## src/rtl/v_instr_dispatcher.sv

```systemverilog
// Vector instruction dispatcher: operand FIFO toward the vector core,
// outstanding load/store tracking for fences, and scalar-side stall.
module v_instr_dispatcher #(
    parameter int FIFO_DEPTH = 4,
    parameter int CNT_W      = 4
) (
    input  logic        clk,
    input  logic        rstn,
    input  logic [31:0] v_instr_i,
    input  logic        v_instr_valid_i,
    input  logic [31:0] rs1_i,
    input  logic [31:0] rs2_i,
    output logic        vector_stall_o,
    output logic [31:0] vector_instr_o,
    output logic [31:0] rs1_o,
    output logic [31:0] rs2_o,
    output logic        v_valid_o,
    input  logic        v_ready_i,
    input  logic        v_load_done_i,
    input  logic        v_store_done_i,
    output logic        all_v_loads_executed_o,
    output logic        all_v_stores_executed_o,
    output logic        underflow_err_o
);

    localparam int IW = $clog2(FIFO_DEPTH);
    localparam int PW = IW + 1;
    localparam logic [6:0] OPC_LOAD  = 7'b0000111;
    localparam logic [6:0] OPC_STORE = 7'b0100111;
    localparam logic [6:0] OPC_OPV   = 7'b1010111;
    localparam logic [CNT_W-1:0] CNT_MAX = {CNT_W{1'b1}};

    logic [PW-1:0]    wr_ptr_q, wr_ptr_d;
    logic [PW-1:0]    rd_ptr_q, rd_ptr_d;
    logic [CNT_W-1:0] ld_cnt_q, ld_cnt_d;
    logic [CNT_W-1:0] st_cnt_q, st_cnt_d;
    logic             err_q, err_d;

    logic [31:0] instr_mem_q [FIFO_DEPTH];
    logic [31:0] rs1_mem_q   [FIFO_DEPTH];
    logic [31:0] rs2_mem_q   [FIFO_DEPTH];

    logic is_load, is_store, is_opv, is_legal;
    logic empty, full, push, pop;
    logic ld_inc, st_inc;
    logic [IW-1:0] wr_idx, rd_idx;

    assign is_load  = (v_instr_i[6:0] == OPC_LOAD);
    assign is_store = (v_instr_i[6:0] == OPC_STORE);
    assign is_opv   = (v_instr_i[6:0] == OPC_OPV);
    assign is_legal = is_load | is_store | is_opv;

    assign wr_idx = wr_ptr_q[IW-1:0];
    assign rd_idx = rd_ptr_q[IW-1:0];
    assign empty  = (wr_ptr_q == rd_ptr_q);
    assign full   = (wr_idx == rd_idx) && (wr_ptr_q[IW] != rd_ptr_q[IW]);

    // No pop-to-push bypass: full is judged on registered pointers only.
    assign vector_stall_o = v_instr_valid_i &
                            (full |
                             (is_load & (ld_cnt_q == CNT_MAX)) |
                             (is_store & (st_cnt_q == CNT_MAX)));

    assign push   = v_instr_valid_i & ~vector_stall_o & is_legal;
    assign pop    = v_valid_o & v_ready_i;
    assign ld_inc = push & is_load;
    assign st_inc = push & is_store;

    assign v_valid_o      = ~empty;
    assign vector_instr_o = empty ? '0 : instr_mem_q[rd_idx];
    assign rs1_o          = empty ? '0 : rs1_mem_q[rd_idx];
    assign rs2_o          = empty ? '0 : rs2_mem_q[rd_idx];

    assign all_v_loads_executed_o  = (ld_cnt_q == '0);
    assign all_v_stores_executed_o = (st_cnt_q == '0);
    assign underflow_err_o         = err_q;

    always_comb begin
        wr_ptr_d = wr_ptr_q + (push ? PW'(1) : PW'(0));
        rd_ptr_d = rd_ptr_q + (pop ? PW'(1) : PW'(0));
        ld_cnt_d = ld_cnt_q;
        st_cnt_d = st_cnt_q;
        err_d    = err_q;
        case ({ld_inc, v_load_done_i})
            2'b10: ld_cnt_d = ld_cnt_q + CNT_W'(1);
            2'b01: begin
                if (ld_cnt_q == '0) err_d = 1'b1;
                else ld_cnt_d = ld_cnt_q - CNT_W'(1);
            end
            default: ;
        endcase
        case ({st_inc, v_store_done_i})
            2'b10: st_cnt_d = st_cnt_q + CNT_W'(1);
            2'b01: begin
                if (st_cnt_q == '0) err_d = 1'b1;
                else st_cnt_d = st_cnt_q - CNT_W'(1);
            end
            default: ;
        endcase
    end

    always_ff @(posedge clk or negedge rstn) begin
        if (!rstn) begin
            wr_ptr_q <= '0;
            rd_ptr_q <= '0;
            ld_cnt_q <= '0;
            st_cnt_q <= '0;
            err_q    <= 1'b0;
        end else begin
            wr_ptr_q <= wr_ptr_d;
            rd_ptr_q <= rd_ptr_d;
            ld_cnt_q <= ld_cnt_d;
            st_cnt_q <= st_cnt_d;
            err_q    <= err_d;
        end
    end

    // Storage is qualified by the pointers, so it needs no reset.
    always_ff @(posedge clk) begin
        if (push) begin
            instr_mem_q[wr_idx] <= v_instr_i;
            rs1_mem_q[wr_idx]   <= rs1_i;
            rs2_mem_q[wr_idx]   <= rs2_i;
        end
    end

endmodule

```

## config.mk

```make
export PLATFORM = sky130hd
export DESIGN_NAME = v_instr_dispatcher
export DESIGN_NICKNAME = d
export VERILOG_FILES = /design/src/rtl/v_instr_dispatcher.sv
export SDC_FILE = /design/constraint.sdc
export NUM_CORES = 1
export LEC_CHECK = 0
export ABC_AREA = 1
export ABC_CLOCK_PERIOD_IN_PS = 5540
export BUFFER_PORTS_ARGS = -buffer_cell sky130_fd_sc_hd__buf_2
export CELL_PAD_IN_SITES_DETAIL_PLACEMENT = 1
export CELL_PAD_IN_SITES_GLOBAL_PLACEMENT = 2
export CORE_ASPECT_RATIO = 0.75
export CORE_MARGIN = 1.5
export CORE_UTILIZATION = 30
export CTS_CLUSTER_SIZE = 20
export DETAILED_ROUTE_END_ITERATION = 10
export PLACE_DENSITY = 0.7
export RECOVER_POWER = 100
export SETUP_SLACK_MARGIN = 0.2
export SYNTH_ARGS = -nofsm -noshare
export SYNTH_HDL_FRONTEND = slang
export SYNTH_SLANG_ARGS = --single-unit
```

## constraint.sdc

```tcl
create_clock -name clk -period 5.54 [get_ports clk]
set_input_delay 0.554 -clock clk [delete_from_list [all_inputs] [get_ports clk]]
set_output_delay 0.554 -clock clk [all_outputs]
set_load 0.02 [all_outputs]
```

# Yosys cells after proc, flatten, opt, wreduce, memory -nomap -nowiden
# Memory sizes are Yosys's and may differ from the RTL's.
# Index checks and enable logic that the tools add are counted.
[op_classes]
n_mux = 15
n_eq_ne = 14
reduce_logical = 7
n_addsub = 6
bitwise_logic = 14
[ops]
columns = ["cell", "n"]
rows = [
  ["$mux 32", 3],
  ["$pmux 4 s2", 2],
  ["$add 4x1->4 const B", 2],
  ["$and 1x1->1", 8],
  ["$eq 4x4->1 const B", 2],
  ["$logic_not 4->1", 2],
  ["$mux 1", 8],
  ["$mux 4", 2],
  ["$sub 4x1->4 const B", 2],
  ["$eq 7x3->1 const B", 1],
  ["$eq 7x6->1 const B", 1],
  ["$eq 7x7->1 const B", 1],
  ["$add 3x1->3", 2],
  ["$eq 2x1->1 const B", 2],
  ["$eq 2x2->1 const B", 2],
  ["$ne 2x2->1 const B", 2],
  ["$or 1x1->1", 4],
  ["$reduce_and 2->1", 2],
  ["$reduce_bool 2->1", 2],
  ["$eq 3x3->1", 1],
  ["$eq 2x2->1", 1],
  ["$not 1->1", 2],
  ["$logic_and 1x1->1", 1],
  ["$ne 1x1->1", 1],
]
[totals]
word_cells = 64
in_bits = 102
mem_bits_rw = 384
output_inout_bits = 101
ff_bits = 15
mem_count = 3
[memory_table]
columns = ["memory", "depth", "width", "read_ports", "rd_clocked_by_memory_dff", "write_ports", "line", "source"]
rows = [
  ["instr_mem_q", 4, 32, 1, 0, 1, "39", "logic [31:0] instr_mem_q [FIFO_DEPTH];"],
  ["rs1_mem_q", 4, 32, 1, 0, 1, "40", "logic [31:0] rs1_mem_q [FIFO_DEPTH];"],
  ["rs2_mem_q", 4, 32, 1, 0, 1, "41", "logic [31:0] rs2_mem_q [FIFO_DEPTH];"],
]

# Logic depth before layout (Yosys ltp)
# Gate-level depths: netlist of run 1.
[depth]
ltp_word = 13
mapped_depth = 16
ltp_nobuf = 16

# Worst setup path before layout of run 1
# OpenSTA, ideal clock, no wires.
[synth_timing]
path_type = "in2reg"
from = "in v_instr_i[1]"
to = "mem instr_mem_q[0][0], enable pin"
setup_slack_ns = -0.374
arrival_ns = 5.362
setup_time_ns = 0.551
required_time_ns = 4.989
n_path_buf = 0
stages = 6
cell_sequence = "nand2_1 nand3b_1 nor2_1 nand3_1 or2_2 nor2_1"
[synth_between]
elab_chain_cells = 10
elab_cells_between_ends = 15
classes_between = "eq/ne (3); mux (2); bitwise (10)"
[synth_lines]
columns = ["item", "line", "source"]
rows = [
  ["start: declaration", "9", "input logic [31:0] v_instr_i,"],
  ["$eq 7x3->1", "48", "assign is_load = (v_instr_i[6:0] == OPC_LOAD);"],
  ["$and 1x1->1", "61", "(is_load & (ld_cnt_q == CNT_MAX)) |"],
  ["$or 1x1->1", "60", "(full |"],
  ["$or 1x1->1", "61", ""],
  ["$and 1x1->1", "59", "assign vector_stall_o = v_instr_valid_i &"],
  ["$not 1->1", "64", "assign push = v_instr_valid_i & ~vector_stall_o & is_legal;"],
  ["$and 1x1->1", "64", ""],
  ["$and 1x1->1 *", "64", ""],
  ["$mux 1 *", "120", "if (push) begin"],
  ["$mux 1 (implied by the code) *", "121", "instr_mem_q[wr_idx] <= v_instr_i;"],
  ["end: declaration", "39", ""],
]
# Every way passes the cells marked *; elsewhere a longest branch is shown, timed or not.

# Worst setup path in the final report of run 1
[layout_timing]
from = "reg rd_ptr_q[0]"
to = "mem rs2_mem_q[1][2], enable pin"
[layout_between]
elab_chain_cells = 10
[layout_lines]
columns = ["item", "line", "source"]
rows = [
  ["start: declaration", "34", "logic [PW-1:0] rd_ptr_q, rd_ptr_d;"],
  ["start signal: assignment", "111", "rd_ptr_q <= rd_ptr_d;"],
  ["$eq 2x2->1", "56", "assign full = (wr_idx == rd_idx) && (wr_ptr_q[IW] != rd_ptr_q[IW]);"],
  ["$logic_and 1x1->1", "56", ""],
  ["$or 1x1->1", "60", ""],
  ["$or 1x1->1", "61", ""],
  ["$and 1x1->1", "59", ""],
  ["$not 1->1", "64", ""],
  ["$and 1x1->1 (2 in series)", "64", ""],
  ["$mux 1", "120", ""],
  ["$mux 1 (implied by the code)", "123", "rs2_mem_q[wr_idx] <= rs2_i;"],
  ["end: declaration", "41", ""],
]
# No other way between the ends.

==> metrics, run 1 <==
Crit Path Category reg -> reg; Hold Violations, Final 0; vias in the first global route 10808; upper clock frequency limit 232.6 MHz; Sw Pwr 4.120 mW; fillcell total 5752; clock buffer count from CTS 43; Mapped Area 16070 um2; status finished, violations left; leak pwr 6.775 nW; register share of total power around a third; DRC 0; max-slew violation count 331; Logic pwr share 37.6%; WP data arrival about 4.4 ns; dpl hpwl 24.26 mm; Crit path required time between 5 and 6 ns; Tmin final approximately 4.3 ns; synthesized flop and latch total 399; Worst Path Max Fanout 58; EDFF count, synth about 380; average cell area after synthesis 12.59 um2; Clock power frac 27.5%; CTS max path bufs 3; CTS Sinks 399; Worst-path clk slew 0.06 ns; internal power 6.062 mW; WL final 40.75 mm; Peak VDD IR 365.0 uV; CTS resizes 0; x dimension of the die ~270 um; gpl congestion 0.7160; Skew-Pair Late Insertion Delay 0.56 ns; Die Area 54970 um2; unrepaired setup endpoints after global routing no; worst hold-check path type in -> reg; Ports 203; vias 10315; CTS root buffer clkbuf_16; Syn Inst Count 1276; CTS H-tree depth 2; Die H between 200 and 250 um; Setup crit start kind flip-flop; Post-synth top flop edfxtp_1; CTS tree built; measured slew at the worst slew-check pin 2.288 ns; Row Count 73; gr ovfl total 0; worst clock skew around 0.016 ns; final setup vio count 0; Cell variety after synth 27; syn nets 1384; layout cells sized above 1 6.471%; Worst Hold Depth 1; Synth warnings 0; First DRT Iteration DRCs between 600 and 700; Final Power 10.18 mW; R2R cell count 7; Post-DP Area 17930 um2; Routed Antenna Nets 0; failing checks capacitance limit, slew limit; Async S/R FF share, synth 3.759%; Starting Density between 30 and 40%; hold_ws 0.2463 ns; input/output buffers between 200 and 250; largest net degree at the start of global routing 107; period utilization between 70 and 80%; sw frac 40.46%; initial antenna violation count 2; crit end category flip-flop; drt via density ~4.7; Pre-Repair DR Iteration Count 5; first-pass GRT wire length 62.67 mm; Synth-to-Final Area Change 17.91%; Routed wire per std cell 18.43 um; core box area 52980 um2; post-synthesis sequential area ratio 74.11%; final instance area ~19000 um2; Overall Global Routing Usage 14.77%; Final #Nets 1578; # diodes 0; Slew Limit Headroom -52.50%; max_cap viols 7; PwrDens 537.5 nW/um2
flip-flops by register name (all words and copies together), names as in the netlist:
name / flops
rs1_mem_q: 128
rd_ptr_q: 3
st_cnt_q: 4
ld_cnt_q: 4
wr_ptr_q: 3
underflow_err_o: 1
instr_mem_q: 128
rs2_mem_q: 128
layer usage:
layer | global-route usage (%) | part of all wire [%]
met3 | 2.602 | 4.0
met4 | 4.210 | 1.8
met1 | 20.17 | 47
met2 | 24.21 | 47
met5 | 0 | 0.061
critical path, stage by stage (launching register included):
cell	delay (ns)
dfrtp_4	0.82
xnor2_1	0.20
nand3_1	0.21
nand3_1	0.13
inv_1	0.10
nand2_1	0.11
nor2_4	0.77
clkbuf_1	1.51
logic make-up after synthesis:
| family | synth area share (%) |
|---|---|
| flops | 74.11 |
| simple gates | 11.47 |
| xor+xnor | 0.5997 |
| compound gates | 8.582 |
| buf+inv | 4.774 |
| fa+ha+maj | 0.4672 |
per-stage QoR:
step | setup slack [ns] | TNS (ns) | util [%] | std cells
5_1_grt | 0.7675 | 0 | 35.76 | 2211
6_report | 1.242 | 0 | 35.76 | 2211
4_1_cts | 1.548 | 0 | 36.44 | 2211
2_1_floorplan | -0.3737 | -71.74 | - | 1276
3_3_place_gp | 2.074 | 0 | 33.84 | 2136
3_5_place_dp | 2.086 | 0 | 33.84 | 2136
cells in the final DEF, fill, tap and decap left out, drive strengths merged:
| master | instances |
|---|---|
| xnor2 | 2 |
| nor2 | 300 |
| nand3b | 2 |
| ha | 6 |
| bufinv | 5 |
| or2 | 5 |
| clkinvlp | 3 |
| clkinv | 16 |
| o32ai | 96 |
| nor3 | 1 |
| dlygate4sd3 | 1 |
| buf | 18 |
| dfrtp | 15 |
| nand2 | 138 |
| inv | 122 |
| nand3 | 13 |
| a221o | 1 |
| edfxtp | 384 |
| xor2 | 9 |
| nor4 | 2 |
| clkbuf | 254 |
| o21ai | 104 |
| nand4 | 2 |
what timing repair did:
action	CTS	global route
buffers inserted	0	0
endpoints found under the hold margin	15	0
hold buffers	1	0
power by group through the flow:
stage / combinational (mW) / sequential [mW] / clock, mW
6_report: 3.83 / 3.55 / 2.81
5_1_grt: 4.30 / 3.57 / 3.00
4_1_cts: 4.11 / 3.55 / 2.90
3_5_place_dp: 4.09 / 3.62 / 0
3_3_place_gp: 4.04 / 3.61 / 0
2_1_floorplan: 2.79 / 3.48 / 0
area by class of cell:
| class | instances | area (um2) | area share, % |
|---|---|---|---|
| tap | 712 | 890.9 | 4.702 |
| timing repair buffer | 223 | 942.2 | 4.973 |
| inverter | 122 | 462.9 | 2.444 |
| sequential | 399 | 11910 | 62.89 |
| clock inverter | 24 | 265.3 | 1.400 |
| clock buffer | 50 | 1102 | 5.819 |
| multi-input combinational | 681 | 3367 | 17.77 |
Yosys cell counts, types with 3 or more instances:
cell      count  area (um2)
inv_2         3       11.26
buf_1         8       30.03
edfxtp_1    384       11530
ha_1          6       75.07
o21ai_0     102       510.5
buf_2        25       125.1
nand2_1     132       495.5
clkbuf_1     41       153.9
o32ai_1      96       840.8
nand3_1      12       60.06
dfrtp_1      15       375.4
inv_1       119       446.7
nor2_1      300        1126
xor2_1        9       78.83
nand2_4       4       45.04
worst paths after layout:
| kind | startpoint | endpoint | slack (ns) |
|---|---|---|---|
| worst max-delay path | rd_ptr_q[0] | rs2_mem_q[1][2] | 1.24 |
| worst min-delay path | rs1_i[3] | rs1_mem_q[0][3] | 0.25 |
| worst max register to register | rd_ptr_q[0] | rs2_mem_q[1][2] | 1.24 |
| worst min register to register | wr_ptr_q[2] | wr_ptr_q[2] | 0.48 |
| max in group asynchronous | rstn | rd_ptr_q[0] | 4.12 |
| min in group asynchronous | rstn | ld_cnt_q[2] | 0.69 |
Power figures use the tool's default switching activity.
==> run 2: changes to the inputs <==
--- a/config.mk
+++ b/config.mk
@@ -5,8 +5,8 @@
 export SDC_FILE = /design/constraint.sdc
 export NUM_CORES = 1
 export LEC_CHECK = 0
-export ABC_AREA = 1
-export ABC_CLOCK_PERIOD_IN_PS = 5540
+export ABC_AREA = 0
+export ABC_CLOCK_PERIOD_IN_PS = 3950
 export BUFFER_PORTS_ARGS = -buffer_cell sky130_fd_sc_hd__buf_2
 export CELL_PAD_IN_SITES_DETAIL_PLACEMENT = 1
 export CELL_PAD_IN_SITES_GLOBAL_PLACEMENT = 2
@@ -15,7 +15,7 @@
 export CORE_UTILIZATION = 30
 export CTS_CLUSTER_SIZE = 20
 export DETAILED_ROUTE_END_ITERATION = 10
-export PLACE_DENSITY = 0.7
+export PLACE_DENSITY = 0.64
 export RECOVER_POWER = 100
 export SETUP_SLACK_MARGIN = 0.2
 export SYNTH_ARGS = -nofsm -noshare
==> constraint.sdc (replaced) <==
create_clock -name clk -period 3.95 [get_ports clk]
set_input_delay 0.395 -clock clk [delete_from_list [all_inputs] [get_ports clk]]
set_output_delay 0.395 -clock clk [all_outputs]
set_load 0.02 [all_outputs]
==> metrics, run 2 <==
input/output buffers 202; Synth-to-Final Area Change 18.82%; dpl hpwl 20.30 mm; Row Count 71; Peak VDD IR 593.8 uV; met3 WL post-DR 2.839 mm; Slew Limit Headroom about 8.4%; Overall Global Routing Usage a little over an eighth; period utilization 83.89%; Final #Nets 1041; clock buffer count from CTS 42; Post-Place Cells 1545; drt via density roughly 4.7; Starting Density 30.58%; largest area contributor in the netlist edfxtp_1; Async S/R FF share, synth approximately 3.8%; most common cell in the synthesized netlist edfxtp_1; unrepaired setup endpoints after global routing no; internal power 8.566 mW; EDFF count, synth 384; Max Used Layer met5; gpl congestion about 0.73; core box area 50550 um2; Sw Pwr 4.342 mW; Die H 199.6 um; Crit path required time ~4 ns; Mapped Area about 15000 um2; Crit Path Category reg -> reg; Synth warnings 0; worst clock skew 0.02090 ns; Setup Buffers After CTS 0; Setup crit start kind flip-flop; critical path's top delay family buffers and inverters; Clock power frac 29.8%; average cell area after synthesis 21.95 um2; crit-path max cell delay roughly 1.1 ns; final setup vio count 0; Hold Violations, Final 0; vias in the first global route 8193; sw frac about 34%; Worst-path clk slew 0.06 ns; DRC 0; vias 7563; measured slew at the worst slew-check pin between 1 and 1.5 ns; PwrDens 702.9 nW/um2; most frequent cells after synthesis 384 x edfxtp_1, 99 x nor2b_1, 96 x mux4_2; Routed wire per std cell 22.00 um; CTS tree built; Tmin final ~3.3 ns; layout cells sized above 1 18.34%; leak pwr 5.704 nW; worst hold-check path type in -> reg; post-synthesis sequential area ratio ~77%; Synth top area share between 70 and 80%; met1 WL ~16 mm; WL final 35.73 mm; Post-synth top flop edfxtp_1; largest net degree at the start of global routing 99; most frequent cells in the layout 384 x edfxtp_1, 213 x clkbuf_1, 99 x nor2b_1; gr ovfl total 0; CP max stage cell clkbuf_4; CP Cell Sequence xor2_1, nor3_1, a31oi_1, o2111ai_1, nor3b_1, clkbuf_4; Non-Filler Instances 1624; Worst Path Max Fanout between 70 and 80; initial antenna violation count 7; Ports between 200 and 250; CTS max path bufs 3; Pre-Repair DR Iteration Count 4; max_cap viols 0; first-pass GRT wire length about 53 mm; Routed Antenna Nets 0; x dimension of the die ~270 um; synthesized flop and latch total 399; Die Area 52900 um2; CTS Sinks 399; Final Power around 13 mW; syn nets between 800 and 900; Skew-Pair Late Insertion Delay 0.55 ns; max-slew violation count 0; biggest regs instr_mem_q x128, rs1_mem_q x128, rs2_mem_q x128; status finished clean; r2r setup slk 0.64 ns; most common cell after layout, fill and taps aside edfxtp_1; First DRT Iteration DRCs 450; upper clock frequency limit 301.8 MHz; Cell variety after synth 50; CTS root buffer clkbuf_16; top cells by area, synth edfxtp_1 75%, mux4_2 14%, nor2b_1 4.0%, dfrtp_1 2.4%, ha_1 0.49%; WL met2 16.30 mm; crit path buf inv count 1; crit end category flip-flop; Syn Inst Count 704; WP data arrival 3.47 ns; Logic pwr share roughly a third; CTS H-tree depth 2; register share of total power 37.3%
==> run 2: timing repair <==
item | CTS | global route
endpoints found under the hold margin | 15 | 0
hold buffers | 1 | 0
gates resized for setup | 0 | 0
==> run 2: stage by stage <==
step           utilization (%)  hold slack, ns  TNS (ns)  instance area (um2)  setup slack (ns)
2_1_floorplan                -         0.09941    -69.56                15530           -0.3100
3_3_place_gp             34.52          0.3403         0                17450             1.135
3_5_place_dp             34.52          0.3471         0                17450             1.117
4_1_cts                  37.14        0.003252         0                18780            0.7102
5_1_grt                  36.32         0.07978         0                18360            0.3416
6_report                 36.33         0.09806         0                18360            0.6362
==> run 2: worst paths after layout <==
check / start / endpoint / depth (start not counted)
worst min register to register: underflow_err_o / underflow_err_o / 2
max in group asynchronous: rstn / rd_ptr_q[0] / 2
worst min-delay path: rs1_i[12] / rs1_mem_q[0][12] / 1
min in group asynchronous: rstn / st_cnt_q[1] / 2
worst max-delay path: rd_ptr_q[0] / rs2_mem_q[2][9] / 6
worst max register to register: rd_ptr_q[0] / rs2_mem_q[2][9] / 6
==> run 2: metal layers <==
metal / track usage [%] / vias up
li1: - / 3359
met3: 4.609 / 52
met4: 3.492 / 8
met2: 21.26 / 176
met1: 18.36 / 3968
met5: 0 / -
==> run 2: power groups by stage <==
stage / logic (mW) / clock network [mW] / registers [mW]
3_5_place_dp: 4.60 / 0 / 4.92
5_1_grt: 4.63 / 4.15 / 4.82
6_report: 4.25 / 3.85 / 4.81
3_3_place_gp: 4.63 / 0 / 4.91
2_1_floorplan: 3.15 / 0 / 4.87
4_1_cts: 4.62 / 4.01 / 4.83
==> run 2: logic make-up after synthesis <==
family	after synthesis	synth area share (%)
flip-flops	399	77.04
buffers and inverters	36	1.036
XOR/XNOR	7	0.4939
multiplexers	100	14.29
AO/OA/AOI/OAI	21	0.9878
AND/OR/NAND/NOR	135	5.667
adder cells (fa/ha/maj)	6	0.4857
==> run 2: cell type report <==
class / count / area (um2)
Antenna cell: 2 / 5.005
Clock buffer: 56 / 1125
Clock inverter: 20 / 192.7
Fill cell: 5027 / 32180
Inverter: 3 / 11.26
Multi-Input combinational cell: 269 / 3377
Sequential cell: 399 / 11920
Tap cell: 657 / 822.0
Timing Repair Buffer: 218 / 915.9
==> run 3: changes to the inputs <==
--- a/config.mk
+++ b/config.mk
@@ -6,7 +6,7 @@
 export NUM_CORES = 1
 export LEC_CHECK = 0
 export ABC_AREA = 0
-export ABC_CLOCK_PERIOD_IN_PS = 3950
+export ABC_CLOCK_PERIOD_IN_PS = 3450
 export BUFFER_PORTS_ARGS = -buffer_cell sky130_fd_sc_hd__buf_2
 export CELL_PAD_IN_SITES_DETAIL_PLACEMENT = 1
 export CELL_PAD_IN_SITES_GLOBAL_PLACEMENT = 2
@@ -15,7 +15,7 @@
 export CORE_UTILIZATION = 30
 export CTS_CLUSTER_SIZE = 20
 export DETAILED_ROUTE_END_ITERATION = 10
-export PLACE_DENSITY = 0.64
+export PLACE_DENSITY = 0.61
 export RECOVER_POWER = 100
 export SETUP_SLACK_MARGIN = 0.2
 export SYNTH_ARGS = -nofsm -noshare
==> constraint.sdc (replaced) <==
create_clock -name clk -period 3.45 [get_ports clk]
set_input_delay 0.345 -clock clk [delete_from_list [all_inputs] [get_ports clk]]
set_output_delay 0.345 -clock clk [all_outputs]
set_load 0.02 [all_outputs]
==> metrics, run 3 (same netlist as run 2, synthesis figures left out) <==
Post-Place Cells roughly 1500; dpl hpwl 20.69 mm; Pre-Repair DR Iteration Count 4; most common cell after layout, fill and taps aside edfxtp_1; max-slew violation count 0; CTS tree built; Hold Violations, Final 0; Slew Limit Headroom about a third; Crit Path Category reg -> reg; worst hold-check path type in -> reg; Overall Global Routing Usage 13.31%; Final Power 14.88 mW; vias approximately 7700; Setup crit start kind flip-flop; gr ovfl total 0; Die Area 52900 um2; unrepaired setup endpoints after global routing no; DRC 0; Clock power frac a little under a third; Routed Antenna Nets 0; max_cap viols 0; internal power 9.945 mW; largest net degree at the start of global routing slightly below 100; register share of total power between 30% and 40%; x dimension of the die 265.1 um; fillcell total 4976; Tmin final 3.076 ns; layout cells sized above 1 18.55%; measured slew at the worst slew-check pin 1.022 ns; input/output buffers 202; Setup WS post-layout 0.3737 ns; PwrDens 786.3 nW/um2; crit end category flip-flop; sw frac 33.16%; hold_ws 0.08466 ns; upper clock frequency limit 325.1 MHz; WP data arrival 3.29 ns; hold_sp rs1_i[20]; Crit path required time 3.66 ns; worst clock skew roughly 0.013 ns; core box area 50550 um2; WL final approximately 35 mm; Post-Place Worst Slack about 0.77 ns; CTS max path bufs 3; Logic pwr share 33.0%; final setup vio count 0; first-pass GRT wire length 52.49 mm; Worst Path Max Fanout 26; First DRT Iteration DRCs about 350; period utilization about 89%; Final #Nets 1085; CTS Sinks 399; drt via density 4.595; Skew-Pair Late Insertion Delay between 0.5 and 0.6 ns; Worst-path clk slew 0.07 ns; gpl congestion 0.6827; most frequent cells in the layout 384 x edfxtp_1, 202 x clkbuf_1, 99 x nor2b_1; Synth-to-Final Area Change 22.43%; clock buffer count from CTS 42; Row Count 71; RR Startpoint wr_ptr_q[0]; status finished clean; source of the critical timing path wr_ptr_q[0]; biggest regs instr_mem_q x128, rs1_mem_q x128, rs2_mem_q x128; Die H around 200 um; CTS H-tree depth 2; setup_tns 0 ns; CTS root buffer clkbuf_16; Ports slightly above 200; Non-Filler Instances between 1500 and 2000; vias in the first global route 8315; Starting Density 30.58%; leak pwr 5.944 nW; Routed wire per std cell roughly 21 um; initial antenna violation count 4; Sw Pwr 4.933 mW; Peak VDD IR 687.5 uV
run 3: timing repair:
item	in CTS	in global routing
gates resized for setup	0	1
setup endpoints to repair	0	4
hold endpoints to repair	173	0
buffers inserted	0	0
hold buffers	45	0
run 3: critical path, cell delays in order, from the launching register on:
cell and delay [ns]:
dfrtp_1 0.45, xor2_1 0.21, nor3_1 0.75, a31oi_1 0.15
o2111ai_1 0.24, inv_1 0.11, and3_2 0.41, clkbuf_4 0.41
run 3: power by group through the flow:
| stage | clock network (mW) | registers (mW) | logic (mW) |
|---|---|---|---|
| after floorplan | 0 | 5.57 | 3.61 |
| after global placement | 0 | 5.63 | 5.29 |
| after detailed placement | 0 | 5.63 | 5.29 |
| after CTS | 4.63 | 5.53 | 5.36 |
| after global routing | 4.79 | 5.52 | 5.35 |
| final | 4.47 | 5.51 | 4.90 |
run 3: through the flow:
step           utilization, %  cell area, um2
6_report                37.43           18920
4_1_cts                 38.21           19320
2_1_floorplan               -           15530
3_3_place_gp            34.62           17500
5_1_grt                 37.43           18920
3_5_place_dp            34.62           17500
run 3: area by class of cell:
cell class / count / area, um2 / area share, %
Antenna cell: 1 / 2.502 / 0.01322
Inverter: 3 / 11.26 / 0.05951
Sequential cell: 399 / 11920 / 62.97
Multi-Input combinational cell: 269 / 3377 / 17.85
Timing Repair Buffer: 262 / 1426 / 7.538
Tap cell: 657 / 822.0 / 4.344
Clock inverter: 24 / 219.0 / 1.157
Clock buffer: 51 / 1149 / 6.070
run 3: metal layers:
layer | global-route usage [%] | vias to the layer above | wire length, um
met5 | 0 | - | 22
met4 | 3.302 | 4 | 551
met3 | 2.982 | 45 | 1758
met2 | 21.72 | 175 | 16740
met1 | 18.11 | 3995 | 15880
li1 | - | 3436 | -
run 3: worst paths after layout:
check / end / slack [ns] / depth (start not counted)
setup / recovery: rs1_mem_q[3][12] / 0.37 / 7
hold / removal: rs1_mem_q[3][20] / 0.08 / 1
setup reg to reg: rs1_mem_q[3][12] / 0.37 / 7
hold reg to reg: wr_ptr_q[2] / 0.50 / 1
max in group asynchronous: rd_ptr_q[0] / 2.20 / 2
min in group asynchronous: st_cnt_q[1] / 0.50 / 2
